--- config.mk ---
export PLATFORM = sky130hd
export DESIGN_NAME = rr_arbiter
export DESIGN_NICKNAME = d
export VERILOG_FILES = /design/src/rtl/rr_arbiter.sv
export SDC_FILE = /design/constraint.sdc
export NUM_CORES = 1
export LEC_CHECK = 0
export ABC_AREA = 1
export CAP_MARGIN = 20
export CORE_ASPECT_RATIO = 2
export CORE_UTILIZATION = 36
export DETAILED_ROUTE_END_ITERATION = 16
export PLACE_DENSITY = 0.86
export SLEW_MARGIN = 20
export SYNTH_ARGS = -nofsm -noshare
export SYNTH_HDL_FRONTEND = slang
export SYNTH_SLANG_ARGS = --single-unit
--- constraint.sdc ---
create_clock -name clk -period 1.4 [get_ports clk]
set_input_delay 0.28 -clock clk [delete_from_list [all_inputs] [get_ports clk]]
set_output_delay 0.28 -clock clk [all_outputs]
set_load 0.01 [all_outputs]
--- src/rtl/rr_arbiter.sv ---
// Round-robin packet arbiter: N requesters share one registered output stage.
// Arbitration takes one IDLE cycle; the winner then owns the output until
// its last beat is accepted. The owner cannot lose the grant by going quiet.
module rr_arbiter #(
  parameter int data_bits = 8,
  parameter int sel_bits  = 2
) (
  input  logic                                   clk,
  input  logic                                   rst,
  input  logic [2**sel_bits-1:0]                 req_valid,
  input  logic [2**sel_bits-1:0][data_bits-1:0]  req_data,
  input  logic [2**sel_bits-1:0]                 req_last,
  output logic [2**sel_bits-1:0]                 req_ready,
  output logic                                   out_valid,
  output logic [data_bits-1:0]                   out_data,
  output logic                                   out_last,
  input  logic                                   out_ready,
  output logic [sel_bits-1:0]                    grant_sel,
  output logic                                   busy
);

  localparam int n = 2**sel_bits;

  typedef enum logic {IDLE, LOCKED} state_t;

  state_t              state, state_next;
  logic [sel_bits-1:0] ptr, ptr_next, grant_next, pick;
  logic                found;
  logic                slot_free;
  logic                accept;

  // The output register can take a beat when empty or draining this cycle.
  assign slot_free = !out_valid || out_ready;
  assign busy      = (state == LOCKED);

  // Round-robin scan: first valid requester at or after ptr, wrapping modulo n.
  always_comb begin
    // NOTE: every variable gets a default before any conditional write;
    // a path that leaves one unassigned would infer a latch.
    pick  = ptr;
    found = 1'b0;
    for (int k = 0; k < n; k++) begin
      if (!found && req_valid[ptr + sel_bits'(k)]) begin
        found = 1'b1;
        pick  = ptr + sel_bits'(k);
      end
    end
  end

  // Next-state, grant/pointer update and per-requester ready.
  always_comb begin
    state_next = state;
    ptr_next   = ptr;
    grant_next = grant_sel;
    req_ready  = '0;
    accept     = 1'b0;
    case (state)
      IDLE: begin
        if (found) begin
          state_next = LOCKED;
          grant_next = pick;
        end
      end
      LOCKED: begin
        // Ready is suppressed during reset so an in-flight beat is dropped.
        req_ready[grant_sel] = slot_free && !rst;
        accept               = req_valid[grant_sel] && slot_free && !rst;
        if (accept && req_last[grant_sel]) begin
          state_next = IDLE;
          ptr_next   = grant_sel + sel_bits'(1);
        end
      end
    endcase
  end

  // State, round-robin pointer and current owner.
  always_ff @(posedge clk) begin
    // NOTE: sequential state uses non-blocking assignments so every register
    // samples pre-edge values regardless of statement order.
    if (rst) begin
      state     <= IDLE;
      ptr       <= '0;
      grant_sel <= '0;
    end else begin
      state     <= state_next;
      ptr       <= ptr_next;
      grant_sel <= grant_next;
    end
  end

  // Output stage: load on accept, hold while stalled, empty after transfer.
  always_ff @(posedge clk) begin
    if (rst) begin
      out_valid <= 1'b0;
      out_data  <= '0;
      out_last  <= 1'b0;
    end else if (accept) begin
      out_valid <= 1'b1;
      out_data  <= req_data[grant_sel];
      out_last  <= req_last[grant_sel];
    end else if (out_ready) begin
      out_valid <= 1'b0;
    end
  end

endmodule

# Word-level counts from Yosys, hierarchy flattened
# Index checks and enable logic that the tools add are counted.
# word_totals
register_bits,15
elab_cells,65
out_inout_bits,17
in_bits,43
# op_classes
reduce_logical,17
muxes,30
bitwise,2
add_sub_neg,4
n_lt_le_gt_ge,6
# ops
operator,n
$bmux W8 S2,1
$mux W1,16
$lt A2 B3 Y1 const B,5
$bmux W1 S2,6
$logic_and A1 B1 Y1,8
$mux W8,1
$mux W2,3
$logic_not A1 Y1,5
$add A2 B1 Y2 const B,2
$add A2 B2 Y2 const B,2
$and A4 B4 Y4,1
$mux W4,1
$reduce_and A2 Y1,2
$demux W1 S2,1
$ge A2 B1 Y1 const B,1
$pmux W1 S2,1
$reduce_bool A2 Y1,1
$logic_or A1 B1 Y1,1
$not A1 Y1,1

# Longest topological paths before layout
# Gate-level depths: netlist of the first run.
# depth
depth_word,14
mapped_depth,13
mapped_depth_nobuf,12

# Worst setup path after synthesis of the first run
# Ideal clock, no wire load.
# synth_timing
path_type,register to output
startpoint,register grant_sel[0]
endpoint,output req_ready[0]
arrival_ps,1281
stages_incl_launch_ff,7
path_buffers,2
path_slack_ps,-161
required_ps,1120
path_cell_list,dfxtp_1 inv_1 buf_2 clkbuf_1 ha_1 inv_1 nor2_1
# synth_via
elab_chain_cells,6
elab_cells_between_ends,7
cone_classes,order compare (2); mux (3); bitwise (1); reduce/logical (1)
# synth_rtl
item,line,source
"start, declared",18,"output logic [sel_bits-1:0] grant_sel,"
"start signal, assigned",87,grant_sel <= grant_next;
$lt A2 B3 Y1 (not written as such) or $ge A2 B1 Y1 (tied branches),66,req_ready[grant_sel] = slot_free && !rst;
$logic_and A1 B1 Y1,66,
$mux W1 (not written as such),66,
$demux W1 S2 (*),66,
$and A4 B4 Y4 (no source line) (*),--,
$mux W4 (*),57,case (state)
"end, declared",13,"output logic [2**sel_bits-1:0] req_ready,"
# Mark *: on every way between the ends. The rest lies on a longest branch, timed or not.

# Worst setup path in the final report of the first run
# layout_timing
startpoint,register ptr[0]
endpoint,register grant_sel[0]
# layout_via
elab_chain_cells,13
elab_cells_between_ends,25
cone_classes,add/sub (3); mux (15); reduce/logical (7)
# layout_rtl
item,line,source
"start, declared",27,"logic [sel_bits-1:0] ptr, ptr_next, grant_next, pick;"
"start signal, assigned",86,ptr <= ptr_next;
"parallel branches: the longest is 13 deep, another holds $add A2 B1 Y2",--,
# Parallel ways; which one is timed is not known. The select of a mux whose other input is x is not followed.
# A chain may end at the register's enable or synchronous reset.

==> impl_metrics.json, run 1 <==
{
  "p_sw_share_pct": 40.0,
  "n_antenna_cell": 0,
  "utilization_pct": 74.3,
  "p_comb_share_pct": 57.6,
  "drv_cap": 0,
  "numPortBuffers": 59,
  "synthAdderAreaFrac_pct": 4.16,
  "dieArea_um2": 3590,
  "grt_usage_pct": 27.9,
  "ys_ff_latch": 15,
  "crit_chain": "buf_6, nand2_4, nand2_4, buf_6, o21ai_4, nor2_2, nor2_1, o21ai_1, nor2_1",
  "initial_core_util_pct": 37.7,
  "setup_viol": 19,
  "worstPathRequired_ps": 1570,
  "path_clk_slew_ps": 60,
  "vdd_drop_max_mv": 0.666,
  "cts_num_sinks": 15,
  "sequentialPowerShare_pct": 25.3,
  "critPathKind": "flip-flop to flip-flop",
  "synthXorXnorAreaFrac_pct": 0,
  "pin_count": 60,
  "fin_nets": 347,
  "synth-simple-area-share_pct": 36.5,
  "status": "finished with violations",
  "worst_path_largest_cell_delay_ps": 380,
  "cts_max_level": 1,
  "place_ws_ps": -660,
  "rsz0062_at_grt": "true",
  "violations": "negative setup slack",
  "synth_top_family_by_area": "simple AND/OR/NAND/NOR gates",
  "vias_per_cell": 5.48,
  "rows": 29,
  "die_h_um": 83.8,
  "internal_power_mw": 1.25,
  "routed_wl_mm": 5.14,
  "cts_hold_buf": 0,
  "p_leak_nw": 1.13,
  "worst_setup_path_start_kind": "flip-flop",
  "grt_overflow": 0,
  "drc": 0,
  "muxShareOfSynthArea_pct": 0,
  "detailed_place_hpwl_mm": 3.18,
  "grt_first_pass_wirelength_mm": 7.73,
  "grt_start_max_net_pins": 14,
  "dr.pass1.iters": 4,
  "power_density_nw_per_um2": 881,
  "drt_iter0_drc": 51,
  "slew_headroom_pct": 82.6,
  "cts_buffers": 3,
  "area_growth_pct": 97.0,
  "antenna_found_initial": 0,
  "synth_area_um2": 1200,
  "synth-async-reset-ratio_pct": 0,
  "max_freq_mhz": 620,
  "end_kind": "flip-flop",
  "gp_congestion": 0.848,
  "layout_setup_ws_ps": -213,
  "cts_tree": "done",
  "fp.dieW_um": 42.9,
  "whs_ps": 411,
  "synth-edff-count": 0,
  "synth_compound_area_share_pct": 23.0,
  "clock-root-buffer": "clkbuf_8",
  "cpMaxStageDelayCell": "dfxtp_4",
  "finClkSkew_ps": 4.10,
  "vias": 1809,
  "crit_family": "simple AND/OR/NAND/NOR gates",
  "clk-insertion-delay-late_ps": 250,
  "clockPowerShare_pct": 17.1,
  "slew_viol_final": 0,
  "p_switching_mw": 0.836,
  "drive_above_1_share_pct": 39.8,
  "core_um2": 3190,
  "drtAntennaViolNets": 0,
  "cp_max_fo": 5,
  "yosys_warnings": 0,
  "tightest_slew_ps": 261,
  "cp.arrival_ps": 1790,
  "finalHoldViolCount": 0,
  "post_drt_wl_per_cell_um": 15.6,
  "period_share_pct": 115,
  "synth.distinct_cells": 23,
  "synth_ff_type": "dfxtp_1",
  "syn_area_per_cell_um2": 5.84,
  "grt_pass1_vias": 1754,
  "cts_buffer_depth": 2,
  "yosysSeqAreaShare_pct": 24.9,
  "synth_cells": 206,
  "min_period_ps": 1610,
  "hold_class": "input pin to flip-flop",
  "syn-num-nets": 253,
  "crit_buf_inv": 2
}
==> repair_timing <==
item                                    4_1_cts  5_1_grt
buffers inserted                              8        4
pin swaps                                    13       20
endpoints found under the setup margin       31       21
gates cloned                                  2        0
resized for setup                            86       54
==> tightest hold or removal path, delay by kind of cell <==
| kind | cells | cell delay (ps) |
|---|---|---|
| buffers and inverters | 1 | 210 |
| AND/OR/NAND/NOR | 3 | 140 |
==> metal layers <==
layer  routed length (µm)  track usage (%)  vias up
met5                    0                0        -
met2                 2870             49.4       75
met4                  350             20.7        0
li1                     -                -      861
met3                  170             3.46       31
met1                 1750             27.7      842
==> sequential cells by signal, indices dropped and copies added, names as in the netlist <==
| register | flops |
|---|---|
| out_data | 8 |
| grant_sel | 2 |
| out_last | 1 |
| out_valid | 1 |
| ptr | 2 |
| busy | 1 |
==> stage by stage <==
| stage | cell area [µm²] | TNS (ps) | instances | power (mW) |
|---|---|---|---|---|
| 6_report | 2370 | -2020 | 330 | 2.09 |
| 3_3_place_gp | 1990 | -7340 | 313 | 1.40 |
| 2_1_floorplan | 1210 | 0 | 206 | 0.993 |
| 3_5_place_dp | 1990 | -8110 | 313 | 1.42 |
| 4_1_cts | 2190 | -985 | 327 | 1.90 |
| 5_1_grt | 2370 | -3490 | 330 | 2.20 |
==> area by class of cell <==
type / instances / area (µm²)
Clock inverter: 1 / 5.00
Clock buffer: 3 / 41.3
Fill cell: 239 / 822
Inverter: 20 / 85.1
Tap cell: 31 / 38.8
Timing Repair Buffer: 99 / 913
Sequential cell: 15 / 315
Multi-Input combinational cell: 161 / 972
==> synthesized netlist by cell type, types with 2 or more instances <==
| cell type | n | area [µm²] |
|---|---|---|
| buf_6 | 2 | 22.5 |
| clkbuf_1 | 2 | 7.51 |
| inv_2 | 2 | 7.51 |
| nor2_1 | 41 | 154 |
| o21ai_1 | 4 | 20.0 |
| nand3_1 | 11 | 55.1 |
| o21ai_0 | 28 | 140 |
| ha_1 | 4 | 50.1 |
| dfxtp_1 | 15 | 300 |
| nand2_2 | 4 | 25.0 |
| a31oi_1 | 8 | 50.1 |
| inv_1 | 18 | 67.6 |
| a21oi_1 | 7 | 35.0 |
| nand2_1 | 47 | 176 |
| buf_2 | 5 | 25.0 |
==> worst paths after layout <==
check | from | end | slack [ps] | cells after the start
min reg2reg | out_last | out_last | 470 | 2
max reg2reg | ptr[0] | grant_sel[0] | -210 | 9
min | out_ready | out_valid | 410 | 4
max | ptr[0] | grant_sel[0] | -210 | 9
==> layout by cell type (no fill, tap or decap), types with 2 or more instances in the layout <==
cell type / synthesis / routed
nand2_4: 0 / 5
nor2_2: 1 / 3
inv_2: 2 / 9
clkdlybuf4s50_1: 0 / 36
dfxtp_2: 0 / 3
o21ai_0: 28 / 17
a21oi_1: 7 / 3
ha_1: 4 / 2
nand3_1: 11 / 8
clkbuf_8: 0 / 3
inv_1: 18 / 8
nand3_2: 0 / 3
inv_4: 0 / 2
a31oi_1: 8 / 8
o21ai_1: 4 / 3
ha_4: 0 / 2
buf_4: 1 / 27
a21oi_4: 1 / 2
dfxtp_1: 15 / 9
buf_2: 5 / 3
a21oi_2: 0 / 3
nand2_2: 4 / 16
buf_6: 2 / 14
nor2_4: 1 / 2
dfxtp_4: 0 / 3
nand2_1: 47 / 30
o21ai_2: 1 / 12
dlygate4sd2_1: 0 / 16
nor2_1: 41 / 38
==> power groups by stage <==
| stage | Clock (mW) | Combinational (mW) | Sequential [mW] |
|---|---|---|---|
| final | 0.357 | 1.20 | 0.529 |
| after CTS | 0.353 | 1.03 | 0.517 |
| after floorplan | 0 | 0.453 | 0.541 |
| after global placement | 0 | 0.885 | 0.517 |
| after detailed placement | 0 | 0.907 | 0.517 |
| after global routing | 0.373 | 1.29 | 0.536 |
==> kinds of logic (layout without fill, tap and decap cells) <==
kind of cell             after synthesis  in the layout
AND/OR/NAND/NOR                      107            107
AO/OA/AOI/OAI                         50             50
buffers and inverters                 30            123
flip-flops                            15             15
adder cells (fa/ha/maj)                4              4
Note: power is estimated with default switching activity, not from simulation.
==> run 2, diff against run 1 <==
--- a/config.mk
+++ b/config.mk
@@ -6,6 +6,7 @@
 export NUM_CORES = 1
 export LEC_CHECK = 0
 export ABC_AREA = 1
+export ABC_CLOCK_PERIOD_IN_PS = 1400
 export CAP_MARGIN = 20
 export CORE_ASPECT_RATIO = 2
 export CORE_UTILIZATION = 36
==> results of run 2 <==
Final layout, timing and power as in run 1 (identical DEF).
==> run 3, diff against run 2 <==
--- a/config.mk
+++ b/config.mk
@@ -8,10 +8,13 @@
 export ABC_AREA = 1
 export ABC_CLOCK_PERIOD_IN_PS = 1400
 export CAP_MARGIN = 20
+export CELL_PAD_IN_SITES_DETAIL_PLACEMENT = 1
+export CELL_PAD_IN_SITES_GLOBAL_PLACEMENT = 1
 export CORE_ASPECT_RATIO = 2
-export CORE_UTILIZATION = 36
+export CORE_MARGIN = 1
+export CORE_UTILIZATION = 23
 export DETAILED_ROUTE_END_ITERATION = 16
-export PLACE_DENSITY = 0.86
+export PLACE_DENSITY = 0.85
 export SLEW_MARGIN = 20
 export SYNTH_ARGS = -nofsm -noshare
 export SYNTH_HDL_FRONTEND = slang
==> run 3 against run 2 <==
Net effect:
- the flow still finishes with violations (negative setup slack)
- clock skew up 2.9 ps
- utilization decreased by 23 points
- final cell count up 8.2%
- register-to-register slack improved by 20 ps
- sequential share of layout area fell by 0.81 points
- global-route usage shrank 4.2 points
- first-iteration DRC count is 41% lower
- clock power increased by 10%
- highest routed layer unchanged
- power increased by 7.9%
==> impl_metrics.json, run 3 (synthesis results as in run 1) <==
{
  "period_share_pct": 116,
  "area.sequential_um2": 315,
  "cts_hold_buf": 0,
  "drt_iter0_drc": 30,
  "violations": "negative setup slack",
  "vias": 1837,
  "initial_core_util_pct": 24.3,
  "slew_viol_final": 0,
  "crit_buf_inv": 4,
  "power_density_nw_per_um2": 893,
  "rsz0062_at_grt": "true",
  "n_antenna_cell": 0,
  "dieArea_um2": 5540,
  "finalHoldViolCount": 0,
  "gp_congestion": 0.812,
  "cp_max_fo": 3,
  "worst_path_largest_cell_delay_ps": 370,
  "end_kind": "primary output",
  "vdd_drop_max_mv": 0.600,
  "cp.arrival_ps": 1350,
  "fill_cells": 623,
  "area_growth_pct": 110,
  "largest_reg_flops": 8,
  "cts_buffers": 3,
  "crit_family": "buffers and inverters",
  "cpMaxStageDelayCell": "dfxtp_4",
  "drc": 0,
  "numPortBuffers": 59,
  "cts_max_level": 1,
  "drtAntennaViolNets": 0,
  "grt_usage_pct": 23.7,
  "most-common-layout-cells": "nor2_1, clkdlybuf4s50_1, nand2_1",
  "dr.pass1.iters": 4,
  "min_period_ps": 1630,
  "reg_top3": "out_data: 8 flops, grant_sel: 2 flops, ptr: 2 flops",
  "grt_pass1_vias": 2012,
  "layout_setup_ws_ps": -227,
  "tns_ps": -2310,
  "place_ws_ps": -683,
  "pin_count": 60,
  "multiInputGateArea_um2": 1070,
  "routed_wl_mm": 6.60,
  "crit_chain": "buf_6, buf_4, ha_1, inv_1, nor2_1, buf_2",
  "cts_buffer_depth": 2,
  "max_freq_mhz": 614,
  "clock-root-buffer": "clkbuf_8",
  "drv_cap": 0,
  "critPathKind": "flip-flop to primary output",
  "core_um2": 4950,
  "drive_above_1_share_pct": 44.0,
  "grt_overflow": 0,
  "cts_num_sinks": 15,
  "path_clk_slew_ps": 70,
  "status": "finished with violations",
  "fp.dieW_um": 53.2,
  "vias_per_cell": 5.15,
  "antenna_found_initial": 0,
  "p_leak_nw": 1.18,
  "fin_nets": 348,
  "grt_first_pass_wirelength_mm": 9.37,
  "rows": 36,
  "finClkSkew_ps": 6.99,
  "largest_register": "out_data",
  "die_h_um": 104,
  "tightest_slew_ps": 445,
  "worst_setup_path_start_kind": "flip-flop",
  "grt_start_max_net_pins": 16,
  "clk-insertion-delay-late_ps": 270,
  "slew_headroom_pct": 70.0,
  "cts_tree": "done",
  "post_drt_wl_per_cell_um": 18.5,
  "setup_viol": 18,
  "detailed_place_hpwl_mm": 3.65,
  "hold_class": "input pin to flip-flop",
  "worstPathRequired_ps": 1120
}
run 3: path summary, 6_finish.rpt:
path	to	depth (start not counted)	start	slack (ps)
worst min register to register	out_last	2	out_last	480
worst max register to register	ptr[0]	9	grant_sel[1]	-190
worst min-delay path	out_valid	4	out_ready	430
worst max-delay path	req_ready[3]	6	grant_sel[1]	-230
run 3: repair_timing:
item                       in CTS  in global routing
setup buffers                  12                  6
pin swaps                      18                 19
cloned                          3                  0
gates resized for setup        91                 76
setup endpoints to repair      29                 24
run 3: final cells by class:
cell class / instances / area share (%)
multi-input combinational: 161 / 42.3
timing repair buffer: 100 / 37.0
sequential: 15 / 12.5
inverter: 20 / 3.67
tap: 57 / 2.82
clock buffer: 4 / 1.78
run 3: per-stage QoR:
step	instance area (µm²)	std cells	total power [mW]	hold WS, ps	utilization (%)
2_1_floorplan	1210	206	0.993	349	-
3_3_place_gp	2010	337	1.40	449	40.6
3_5_place_dp	2010	337	1.43	459	40.6
4_1_cts	2330	356	1.99	426	46.9
5_1_grt	2520	357	2.37	459	51.0
6_report	2520	357	2.25	433	51.0
run 3: power by group:
group,total [mW],internal [mW],switching (mW)
clock,0.394,0.203,0.191
sequential,0.537,0.482,0.0544
combinational,1.32,0.603,0.721
total,2.25,1.29,0.967
run 3: layer usage:
metal	global-route usage, %	vias up	routed length (µm)
li1	-	855	-
met1	18.6	868	2030
met2	46.7	84	3890
met3	1.90	30	197
met4	18.6	0	478
met5	0	-	0
run 3: worst register-to-register path, cell delays in order (launching register included):
cell	delay (ps)
dfxtp_4	370
buf_6	120
buf_6	110
a21oi_2	110
o21ai_2	90
a21oi_4	240
buf_6	160
nand2_8	70
o21ai_2	160
a21oi_2	60
==> edit, RTL diff (config.mk and constraints of run 3) <==
`sel_bits`: 2 -> 4.
--- a/src/rtl/rr_arbiter.sv
+++ b/src/rtl/rr_arbiter.sv
@@ -3,7 +3,7 @@
 // its last beat is accepted. The owner cannot lose the grant by going quiet.
 module rr_arbiter #(
   parameter int data_bits = 8,
-  parameter int sel_bits  = 2
+  parameter int sel_bits  = 4
 ) (
   input  logic                                   clk,
   input  logic                                   rst,
Interface: changed (5 resized); port bits go from 60 to 194. The function was not compared with the original's and may differ.
==> edit against run 3 <==
The flow still finishes with violations (setup timing). Total power grew to 6.5 times the old value. Setup slack lost 1800 ps. Synthesized area grew to 3.2 times the old value. Via count grew to 4.1 times the old value. Cell area grew to 3.3 times the old value. Sequential cell count grew 4. Wire length grew to 4.8 times the old value. First-iteration DRC count grew to 15 times the old value. Highest routed layer unchanged.
==> edit: results <==
metrics = {
    "clock_tree": {
        "cts_resized": 285,
    },
    "global_routing": {
        "use_met3": 0.04657,
        "use_met1": 0.2425,
        "grt_pass1_wl_mm": 42.31,
        "grt_use_met2": 0.6350,
    },
    "timing": {
        "tns_ps": -25040,
        "worst_slack_ps": -2064,
        "setup_viol_count_final": 37,
    },
    "placed_design": {
        "dp.cells": 1236,
        "routabilityCongestion": 0.9266,
        "dpl_cell_area_um2": 6934,
    },
    "yosys": {
        "synth.area.top_cells": "nand2_1 17%, o21ai_0 14%, nand3_1 13%",
        "synth-seq-area-share": 0.09822,
        "synth_compound_area_frac": 0.2743,
        "synth_cells": 753,
    },
    "critical_path": {
        "worstPathArrival_ps": 3630,
        "crit_path_max_fanout": 5,
    },
    "finish": {
        "top_regs": "out_data: 8 flops, grant_sel: 4 flops, ptr: 4 flops",
        "fillers": 2083,
    },
    "run_status": {
        "status": "complete, but fails checks",
        "violations": "setup timing",
    },
    "route": {
        "via_per_inst": 5.752,
        "route.met2.wl_mm": 17.11,
        "drt_iter0_markers": 438,
    },
    "power": {
        "p_leak_nw": 3.745,
    },
}
[edit: cell count changes after synthesis, moves of 6 or more]
cell,delta
o22ai_1,+39
inv_1,+32
clkbuf_1,+29
nor2_1,+81
ha_1,+7
o21ai_0,+77
nand2_1,+133
inv_2,+6
xor2_1,+6
a21oi_1,+22
nand3_1,+86
[edit: path summary, 6_finish.rpt]
path,startpoint,to,slack (ps)
worst max-delay path,ptr[1]$_SDFFE_PP0P_,grant_sel[1]$_SDFFE_PP0P_,-2060
worst min register to register,out_last$_SDFFE_PP0P_,out_last$_SDFFE_PP0P_,500
worst max register to register,ptr[1]$_SDFFE_PP0P_,grant_sel[1]$_SDFFE_PP0P_,-2060
worst min-delay path,out_ready,out_valid$_SDFFE_PP0P_,420
[edit: final cells by class]
cell class,count,area (um^2),share of cell area
well taps,204,255.2,0.03024
inverters,59,254.0,0.03009
repair buffers,375,3548,0.4203
clock buffers,3,75.07,0.008893
clock inverters,1,5.005,0.0005929
flip-flops and latches,19,404.1,0.04787
multi-input cells,634,3900,0.4620
